===== src/rtl/ahb_master_arbiter_if.sv =====
// ---------------------------------------------------------------------------
// ahb_master_arbiter_if
// Purpose : groups the request/priority/handshake and grant signals shared
//           between the three CPU masters and the AHB master arbiter.
// Signals : req[2:0]        bus request per master (0 peri, 1 inst, 2 data)
//           hprior_0/1/2    per-master priority, larger value wins
//           hready          slave transfer-complete strobe
//           hmastlock       current owner requests a locked sequence
//           grant[2:0]      one-hot grant, zero when idle
//           hmaster[1:0]    index of current (or last) owner
//           grant_valid     any grant bit set
//           urgent[2:0]     per-master starvation flag
// Modports: master - requester side (drives requests, sees grants)
//           slave  - arbiter side (sees requests, drives grants)
// ---------------------------------------------------------------------------
interface ahb_master_arbiter_if #(
  parameter int PRIO_W = 2
);
  logic [2:0]        req;
  logic [PRIO_W-1:0] hprior_0;
  logic [PRIO_W-1:0] hprior_1;
  logic [PRIO_W-1:0] hprior_2;
  logic              hready;
  logic              hmastlock;
  logic [2:0]        grant;
  logic [1:0]        hmaster;
  logic              grant_valid;
  logic [2:0]        urgent;

  modport master (
    output req, hprior_0, hprior_1, hprior_2, hready, hmastlock,
    input  grant, hmaster, grant_valid, urgent
  );

  modport slave (
    input  req, hprior_0, hprior_1, hprior_2, hready, hmastlock,
    output grant, hmaster, grant_valid, urgent
  );
endinterface


===== src/rtl/ahb_master_arbiter.sv =====
// ---------------------------------------------------------------------------
// ahb_master_arbiter
// Purpose : registered arbiter sharing the single AHB-lite slave path between
//           peri (0), inst (1) and data (2). Winner selection is urgent first,
//           then highest priority, then round-robin from rr_ptr. An owner is
//           released when it drops its request or its quota expires while a
//           competitor waits, but only on hready=1 and never inside a locked
//           sequence.
// Ports   : hclk      bus clock
//           hreset_n  asynchronous active-low reset
//           bus       ahb_master_arbiter_if.slave (req, hprior_*, hready,
//                     hmastlock in; grant, hmaster, grant_valid, urgent out)
// Option  : define ARB_STARVE_GUARD_EN to add per-master age counters that
//           raise urgent[i] after AGE_MAX hready cycles of waiting.
// ---------------------------------------------------------------------------
module ahb_master_arbiter #(
  parameter int PRIO_W  = 2,
  parameter int QUOTA   = 8,
  parameter int AGE_MAX = 15
) (
  input logic hclk,
  input logic hreset_n,
  ahb_master_arbiter_if.slave bus
);

  localparam int QW = (QUOTA > 1) ? $clog2(QUOTA) : 1;
  localparam logic [QW-1:0] QUOTA_LAST = QW'(QUOTA - 1);

  typedef enum logic {IDLE, OWN} state_t;

  state_t            state, state_n;
  logic [2:0]        grant, grant_n;
  logic [1:0]        hmaster, hmaster_n;
  logic              grant_valid;
  logic [1:0]        rr_ptr, rr_ptr_n;
  logic [QW-1:0]     quota_cnt, quota_cnt_n;
  logic [2:0]        urg;
  logic [PRIO_W-1:0] prio [3];
  logic [PRIO_W-1:0] max_prio;
  logic [2:0]        eligible, cand;
  logic [1:0]        winner;
  logic              owner_req, competitor, rearb;

  function automatic logic [1:0] rr_index(input logic [1:0] base, input int k);
    int s;
    s = int'(base) + k;
    if (s >= 3) s = s - 3;
    return 2'(s);
  endfunction

  assign prio[0] = bus.hprior_0;
  assign prio[1] = bus.hprior_1;
  assign prio[2] = bus.hprior_2;

  // grant is zero in IDLE, so eligible is every requester there and every
  // competitor of the owner in OWN; the owner can only win again by being
  // the sole requester, which never coincides with a handover.
  assign eligible   = bus.req & ~grant;
  assign owner_req  = |(bus.req & grant);
  assign competitor = |eligible;
  assign rearb      = (state == OWN) && bus.hready && !bus.hmastlock &&
                      (!owner_req || ((quota_cnt == QUOTA_LAST) && competitor));

  // Urgent requesters form the candidate set with priority ignored; otherwise
  // the highest-priority requesters do. Scanning the rotation backwards lets
  // the first candidate at or after rr_ptr be the last assignment.
  always_comb begin
    max_prio = '0;
    cand     = eligible & urg;
    winner   = 2'd0;
    if (cand == 3'b000) begin
      for (int i = 0; i < 3; i++)
        if (eligible[i] && (prio[i] > max_prio)) max_prio = prio[i];
      for (int i = 0; i < 3; i++)
        cand[i] = eligible[i] && (prio[i] == max_prio);
    end
    for (int k = 2; k >= 0; k--)
      if (cand[rr_index(rr_ptr, k)]) winner = rr_index(rr_ptr, k);
  end

  always_comb begin
    state_n     = state;
    grant_n     = grant;
    hmaster_n   = hmaster;
    rr_ptr_n    = rr_ptr;
    quota_cnt_n = quota_cnt;
    case (state)
      IDLE: begin
        if (|bus.req) begin
          state_n     = OWN;
          grant_n     = 3'b001 << winner;
          hmaster_n   = winner;
          rr_ptr_n    = rr_index(winner, 1);
          quota_cnt_n = '0;
        end
      end
      OWN: begin
        if (rearb) begin
          quota_cnt_n = '0;
          if (|bus.req) begin
            grant_n   = 3'b001 << winner;
            hmaster_n = winner;
            rr_ptr_n  = rr_index(winner, 1);
          end else begin
            state_n = IDLE;
            grant_n = 3'b000;
          end
        end else if (bus.hready && competitor && (quota_cnt != QUOTA_LAST)) begin
          quota_cnt_n = quota_cnt + 1'b1;
        end
      end
      default: state_n = IDLE;
    endcase
  end

  always_ff @(posedge hclk or negedge hreset_n) begin
    if (!hreset_n) begin
      state       <= IDLE;
      grant       <= 3'b000;
      hmaster     <= 2'd0;
      grant_valid <= 1'b0;
      rr_ptr      <= 2'd0;
      quota_cnt   <= '0;
    end else begin
      state       <= state_n;
      grant       <= grant_n;
      hmaster     <= hmaster_n;
      grant_valid <= |grant_n;
      rr_ptr      <= rr_ptr_n;
      quota_cnt   <= quota_cnt_n;
    end
  end

`ifdef ARB_STARVE_GUARD_EN
  localparam int AW = $clog2(AGE_MAX + 1);
  localparam logic [AW-1:0] AGE_LAST = AW'(AGE_MAX);

  logic [AW-1:0] age [3];

  // Age counts hready cycles spent requesting without a grant and saturates.
  always_ff @(posedge hclk or negedge hreset_n) begin
    if (!hreset_n) begin
      for (int i = 0; i < 3; i++) age[i] <= '0;
    end else begin
      for (int i = 0; i < 3; i++) begin
        if (grant[i] || !bus.req[i]) age[i] <= '0;
        else if (bus.hready && (age[i] != AGE_LAST)) age[i] <= age[i] + 1'b1;
      end
    end
  end

  always_comb begin
    urg = 3'b000;
    for (int i = 0; i < 3; i++) urg[i] = (age[i] == AGE_LAST);
  end
`else
  assign urg = 3'b000;
`endif

  assign bus.grant       = grant;
  assign bus.hmaster     = hmaster;
  assign bus.grant_valid = grant_valid;
  assign bus.urgent      = urg;

endmodule


===== src/flat_wrapper.sv =====
// flat-port wrapper written by rule: the top's interface ports become plain ports
module ahb_master_arbiter_flat 
#(
  parameter int PRIO_W  = 2,
  parameter int QUOTA   = 8,
  parameter int AGE_MAX = 15
)
  (hclk, hreset_n, bus_req, bus_hprior_0, bus_hprior_1, bus_hprior_2, bus_hready, bus_hmastlock, bus_grant, bus_hmaster, bus_grant_valid, bus_urgent);
  ahb_master_arbiter_if #(.PRIO_W(PRIO_W)) bus_i ();
  input logic hclk;
  input logic hreset_n;
  input wire logic [$bits(bus_i.req)-1:0] bus_req;
  input wire logic [$bits(bus_i.hprior_0)-1:0] bus_hprior_0;
  input wire logic [$bits(bus_i.hprior_1)-1:0] bus_hprior_1;
  input wire logic [$bits(bus_i.hprior_2)-1:0] bus_hprior_2;
  input wire logic [$bits(bus_i.hready)-1:0] bus_hready;
  input wire logic [$bits(bus_i.hmastlock)-1:0] bus_hmastlock;
  output wire logic [$bits(bus_i.grant)-1:0] bus_grant;
  output wire logic [$bits(bus_i.hmaster)-1:0] bus_hmaster;
  output wire logic [$bits(bus_i.grant_valid)-1:0] bus_grant_valid;
  output wire logic [$bits(bus_i.urgent)-1:0] bus_urgent;
  assign bus_i.req = bus_req;
  assign bus_i.hprior_0 = bus_hprior_0;
  assign bus_i.hprior_1 = bus_hprior_1;
  assign bus_i.hprior_2 = bus_hprior_2;
  assign bus_i.hready = bus_hready;
  assign bus_i.hmastlock = bus_hmastlock;
  assign bus_grant = bus_i.grant;
  assign bus_hmaster = bus_i.hmaster;
  assign bus_grant_valid = bus_i.grant_valid;
  assign bus_urgent = bus_i.urgent;
  ahb_master_arbiter #(.PRIO_W(PRIO_W), .QUOTA(QUOTA), .AGE_MAX(AGE_MAX)) u_core (.hclk(hclk), .hreset_n(hreset_n), .bus(bus_i));
endmodule

===== config.mk =====
export PLATFORM = sky130hd
export DESIGN_NAME = ahb_master_arbiter_flat
export DESIGN_NICKNAME = d
export VERILOG_FILES = /design/src/rtl/ahb_master_arbiter_if.sv /design/src/rtl/ahb_master_arbiter.sv /design/src/flat_wrapper.sv
export SDC_FILE = /design/constraint.sdc
export NUM_CORES = 1
export LEC_CHECK = 0
export CAP_MARGIN = 20
export CORE_MARGIN = 8
export CORE_UTILIZATION = 59
export CTS_BUF_LIST = sky130_fd_sc_hd__clkbuf_4 sky130_fd_sc_hd__clkbuf_8
export DETAILED_ROUTE_END_ITERATION = 16
export DONT_BUFFER_PORTS = 1
export PLACE_DENSITY = 0.78
export RECOVER_POWER = 25
export REMOVE_ABC_BUFFERS = 1
export SLEW_MARGIN = 20
export SYNTH_ARGS = -nofsm -noshare
export SYNTH_HDL_FRONTEND = slang
export SYNTH_SLANG_ARGS = --single-unit

===== constraint.sdc =====
create_clock -name hclk -period 3.78 [get_ports hclk]
set_input_delay 0.756 -clock hclk [delete_from_list [all_inputs] [get_ports hclk]]
set_output_delay 0.756 -clock hclk [all_outputs]
set_load 0.01 [all_outputs]

After elaboration in Yosys (flattened, before gate mapping)
Cells that the tools add are included.
{ "op_classes": {"n_addsub": 8, "n_lt_le_gt_ge": 10, "n_eq_ne": 8, "shift": 1, "mux": 33, "bitwise_logic": 4, "reduce_logical": 20} }
{ "op_table": {"columns": ["cell", "n"], "rows": [
  ["2-to-1 mux 2 bit", 14],
  ["2-to-1 mux 3 bit", 6],
  ["logical AND 1 bit", 12],
  ["one-hot mux 3 bit (2 select lines)", 2],
  ["OR reduction 3 bit", 4],
  [">= comparator 3 x 2 -> 1 bit (second input constant)", 3],
  ["< comparator 2 x 3 -> 1 bit (second input constant)", 3],
  ["one-hot mux 2 bit (2 select lines)", 2],
  ["adder 2 x 1 -> 3 bit (second input constant)", 2],
  ["bitwise AND 3 bit", 2],
  ["binary-select mux 1 bit (select 2 bit)", 3],
  ["equality test 2 bit", 3],
  ["!= test 3 bit (second input constant)", 2],
  ["2-to-1 mux 1 bit", 5],
  ["> comparator 2 bit", 2],
  ["subtractor 2 x 1 -> 2 bit (second input constant)", 2],
  ["subtractor 2 bit (second input constant)", 2],
  ["adder 2 x 2 -> 3 bit (second input constant)", 1],
  ["adder 3 x 1 -> 3 bit (second input constant)", 1],
  ["equality test 3 bit (second input constant)", 1],
  ["NOT 3 bit", 1],
  ["<< shifter 1 x 2 -> 3 bit (first input constant)", 1],
  [">= comparator 2 bit (second input constant)", 1],
  ["> comparator 2 x 1 -> 1 bit (second input constant)", 1],
  ["other kinds (7)", 8]
]} }
{ "word_totals": {"register_bits": 12, "in_bits": 13} }

Logic depth before layout (Yosys ltp)
{ "logic_depth": {"word_depth": 23, "ltp_mapped": 18, "mapped_depth_nobuf": 18} }

Least setup slack after synthesis
No wires, ideal clock.
{ "synth_path": {"kind": "input port to flip-flop", "start": "in bus_hprior_0[1]", "end": "reg u_core.grant_valid, in the netlist u_core.bus.grant_valid", "setup_ns": 0.131, "t_arrival_ns": 4.184, "required_ns": 3.649, "path_slack_ns": -0.536, "cell_stages": 17, "cell_sequence": "clkbuf_1 -> nand2_1 -> ha_1 -> nor2b_1 -> o211a_1 -> o21a_1 -> ha_1 -> nor2b_1 -> o211a_1 -> o311a_1 -> a41o_1 -> nor2b_1 -> o21a_2 -> inv_1 -> ha_1 -> a22o_1 -> or3_1"} }
{ "synth_between": {"elab_chain_cells": 21, "elab_cells_between_ends": 30} }
{ "synth_rtl": {"columns": ["element", "line_no", "source"], "rows": [
  ["start: declaration", "flat_wrapper.sv:13", "input wire logic [$bits(bus_i.hprior_0)-1:0] bus_hprior_0;"],
  ["> comparator 2 x 1 -> 1 bit", "ahb_master_arbiter.sv:73", "if (eligible[i] && (prio[i] > max_prio)) max_prio = prio[i];"],
  ["logical AND 1 bit", "ahb_master_arbiter.sv:73", null],
  ["2-to-1 mux 2 bit", "ahb_master_arbiter.sv:73", null],
  ["> comparator 2 bit", "ahb_master_arbiter.sv:73", null],
  ["logical AND 1 bit", "ahb_master_arbiter.sv:73", null],
  ["2-to-1 mux 2 bit", "ahb_master_arbiter.sv:73", null],
  ["> comparator 2 bit", "ahb_master_arbiter.sv:73", null],
  ["logical AND 1 bit", "ahb_master_arbiter.sv:73", null],
  ["[7 not listed]", null, null],
  ["2-to-1 mux 2 bit (*)", "ahb_master_arbiter.sv:78", "if (cand[rr_index(rr_ptr, k)]) winner = rr_index(rr_ptr, k);"],
  ["named net u_core.winner[1]", "ahb_master_arbiter.sv:41", "logic [1:0] winner;"],
  ["<< shifter 1 x 2 -> 3 bit (*)", "ahb_master_arbiter.sv:91, ahb_master_arbiter.sv:101", null],
  ["2-to-1 mux 3 bit", "ahb_master_arbiter.sv:100", "if (|bus.req) begin"],
  ["2-to-1 mux 3 bit", "ahb_master_arbiter.sv:98", "if (rearb) begin"],
  ["one-hot mux 3 bit (2 select lines) (*)", "ahb_master_arbiter.sv:87", "case (state)"],
  ["named net u_core.grant_n[0]", "ahb_master_arbiter.sv:32", "logic [2:0] grant, grant_n;"],
  ["OR reduction 3 bit (*)", "ahb_master_arbiter.sv:128", "grant_valid <= |grant_n;"],
  ["end signal: assignment", "ahb_master_arbiter.sv:128", null],
  ["end: declaration", "ahb_master_arbiter.sv:34", "logic grant_valid;"]
]} }
The timed path passes the listed nets; every way through them passes the cells marked *. The select of a mux whose other input is x is not followed.
A chain may end at the register's enable or synchronous reset.

Worst setup path in the final report
{ "layout_path": {"start": "in bus_req[0]", "end": "reg u_core.grant_valid, in the netlist u_core.bus.grant_valid"} }
{ "layout_between": {"elab_chain_cells": 21, "elab_cells_between_ends": 38} }
{ "layout_rtl": {"columns": ["element", "line_no", "source"], "rows": [
  ["start: declaration", "flat_wrapper.sv:12", "input wire logic [$bits(bus_i.req)-1:0] bus_req;"],
  ["bitwise AND 3 bit", "ahb_master_arbiter.sv:58", "assign eligible = bus.req & ~grant;"],
  ["logical AND 1 bit", "ahb_master_arbiter.sv:73", null],
  ["2-to-1 mux 2 bit", "ahb_master_arbiter.sv:73", null],
  ["> comparator 2 bit", "ahb_master_arbiter.sv:73", null],
  ["logical AND 1 bit", "ahb_master_arbiter.sv:73", null],
  ["2-to-1 mux 2 bit", "ahb_master_arbiter.sv:73", null],
  ["> comparator 2 bit", "ahb_master_arbiter.sv:73", null],
  ["logical AND 1 bit", "ahb_master_arbiter.sv:73", null],
  ["[4 not listed]", null, null],
  ["2-to-1 mux 1 bit (not written as such)", "ahb_master_arbiter.sv:78", null],
  ["2-to-1 mux 2 bit (3 in a row)", "ahb_master_arbiter.sv:78", null],
  ["<< shifter 1 x 2 -> 3 bit", "ahb_master_arbiter.sv:91, ahb_master_arbiter.sv:101", null],
  ["2-to-1 mux 3 bit", "ahb_master_arbiter.sv:100", null],
  ["2-to-1 mux 3 bit", "ahb_master_arbiter.sv:98", null],
  ["one-hot mux 3 bit (2 select lines) (*)", "ahb_master_arbiter.sv:87", null],
  ["named net u_core.grant_n[0]", "ahb_master_arbiter.sv:32", null],
  ["OR reduction 3 bit (*)", "ahb_master_arbiter.sv:128", null]
]} }
Marks and branches as above.

==> run summary <==
outcome: complete, but fails checks
failing checks: negative setup slack
Area growth, synth to finish: 26.0%
CP required: 3.92 ns
Async SR Flop Fraction: 1.00
Peak VDD IR: 0.433 mV
pin count of the biggest net entering global routing: 13
endpoints failing hold: 0
Synth Area in Compound Gates: 0.287
wire per inst: 16.9 um
final RePlAce weighted congestion: 0.885
die width: 59.7 um
CTS Sinks: 12
CTS clk-pin slew, worst paths: 0.07 ns
clock skew: 0.0102 ns
Ys Warns: 0
synth unique cells: 44
DRT Pass-1 Iters: 4
crit-path max FO: 5
setup ws final: -0.134 ns
Initial Util: 0.638
Synth Instances: 122
Syn Area/Cell: 9.22 um^2
IO buf count: 0
fin area: 1420 um^2
CTS Buffer Depth: 2
Post-Synth Adder-Cell Area: 0.122
commonest non-fill, non-tap cell in the layout: buf_4
WL final: 2890 um
drc violations: 0
# IOs: 22
layout cell share with drive strength beyond 1: 0.363
fmax: 0.256 GHz
vias in the first global route: 1096
root buf cell: clkbuf_4
Die Area: 3560 um^2
XOR/XNOR share of the synthesized area: 0.0467
worst slew pin tran: 0.486 ns
Die H: 59.7 um
via count: 1049
DP HPWL: 2220 um
Tmin final: 3.91 ns
HP Class: input port to async pin
post-route clock period utilization: 1.04
max-slew violations: 0
simple-gate share of the synthesized area: 0.207
fillers: 110
cts hold-fix bufs: 0
initial antenna violation count: 0
static leakage: 0.652 nW
Crit. End Element: register
worst-case hold slack: 0.166 ns
largest family of logic cells by synthesized area: compound AO/OA/AOI/OAI gates
slew margin rel.: 0.673
grt ovf: 0
Rows: 15
Synth Flop Type: dfrtp_1
ANT nets after route: 0
FF/Latch Area: 300 um^2
setup violators final: 1
H-tree levels: 1
first-pass GRT wire length: 4820 um
area of the multi-input gates: 842 um^2
synthesized flop and latch total: 12
RSZ-0062 raised after global routing: yes
vias per cell: 6.13
Post-synth EDFFs: 0
total CTS buffers: 3
Worst Setup Start Kind: input port
DRT iter0 DRCs: 43
worst skew pair latency: 0.28 ns
category of the most critical setup path: input port to register
Max-Cap Viols: 0
leading cell types in the layout, fill and taps excluded: buf_4 (24), dfrtp_1 (12), inv_1 (7), ha_1 (7), a22o_1 (6)
CP arrival: 4.06 ns
total global routing track utilization: 0.177
Core Area: 1760 um^2
ant diodes: 0
CTS tree: built
DP Area: 1290 um^2
mapped cell area: 1120 um^2
fin nets: 172
post-synthesis mux area share: 0.0100
pwr dens: 620 nW/um^2
register area share after synthesis: 0.267
report_power, final:
| group | switching (mW) | internal (mW) | leakage [nW] |
|---|---|---|---|
| clock network | 0.0393 | 0.0369 | 0.0138 |
| logic | 0.267 | 0.294 | 0.489 |
| registers | 0.0613 | 0.180 | 0.149 |
repair_timing:
item                                    in CTS  in global routing
endpoints found under the setup margin       3                  2
pin swaps                                    8                  5
resized for setup                           12                  6
gates cloned                                 0                  0
buffers inserted                             2                  2
per-layer routing:
| metal | up-vias | track usage | part of all wire |
|---|---|---|---|
| li1 | 501 | - | - |
| met5 | - | 0 | 0 |
| met4 | 0 | 0.0850 | 0.014 |
| met2 | 38 | 0.320 | 0.52 |
| met1 | 505 | 0.174 | 0.38 |
| met3 | 5 | 0.0621 | 0.088 |
area by class of cell:
cell class | instances | area share
Timing Repair Buffer | 25 | 0.135
Inverter | 8 | 0.0212
Tap cell | 25 | 0.0221
Sequential cell | 12 | 0.212
Multi-Input combinational cell | 98 | 0.594
Clock buffer | 3 | 0.0159
registers in the layout (all words and copies together), names as in the netlist:
signal,count
u_core.state,1
u_core.bus.grant_valid,1
u_core.bus.hmaster,2
u_core.quota_cnt,3
u_core.bus.grant,3
u_core.rr_ptr,2
through the flow:
step           utilization  power, mW  setup slack, ns  instances  TNS [ns]
2_1_floorplan            -      0.535           -0.458        118    -0.806
3_3_place_gp         0.730      0.690           -0.499        164     -1.22
3_5_place_dp         0.730      0.722           -0.634        164     -2.06
4_1_cts              0.778      0.834           -0.126        169    -0.126
5_1_grt              0.804      0.942           -0.274        171    -0.274
6_report             0.804      0.879           -0.134        171    -0.134
critical path, stage by stage:
cell	delay (ns)
nor2b_4	0.15
nand2_2	0.09
ha_4	0.25
nor2b_4	0.14
o211a_1	0.22
o21a_1	0.21
ha_4	0.23
nor2b_4	0.13
o211a_1	0.23
o311a_1	0.31
nand4_1	0.10
o21ai_1	0.09
o21ai_2	0.22
nand2b_1	0.12
ha_2	0.19
a22o_1	0.23
or3_1	0.38
cell families after synthesis:
family,count (synthesis)
mux,1
fa+ha+maj,11
flops,12
compound gates,37
xor+xnor,6
buf+inv,14
other cells,1
simple gates,40
final timing paths:
check / start / endpoint / slack, ns / cells past startpoint
max reg2reg: u_core.bus.grant[0] / u_core.bus.grant_valid / -0.07 / 17
max in group asynchronous: hreset_n / u_core.bus.grant_valid / 3.53 / 0
min reg2reg: u_core.quota_cnt[2] / u_core.quota_cnt[2] / 0.52 / 1
max: bus_req[0] / u_core.bus.grant_valid / -0.13 / 17
min in group hclk: u_core.quota_cnt[2] / u_core.quota_cnt[2] / 0.52 / 1
min: hreset_n / u_core.bus.hmaster[1] / 0.17 / 0
cell usage after synthesis, drive strengths merged (2+ instances only):
master | instances | area (um^2)
a21boi | 2 | 18.8
a21oi | 2 | 13.8
a22o | 6 | 52.6
and2 | 2 | 12.5
and3 | 2 | 12.5
buf | 3 | 22.5
clkbuf | 3 | 11.3
dfrtp | 12 | 300
ha | 11 | 138
inv | 8 | 30.0
nand2 | 7 | 26.3
nand2b | 3 | 18.8
nand4 | 3 | 18.8
nor2 | 5 | 18.8
nor2b | 10 | 80.1
nor3 | 4 | 20.0
o2111ai | 4 | 35.0
o211a | 2 | 20.0
o211ai | 2 | 25.0
o21a | 2 | 16.3
o21ai | 8 | 43.8
or3 | 2 | 12.5
xnor2 | 3 | 26.3
xor2 | 3 | 26.3
Note: power is estimated with default switching activity, not from simulation.
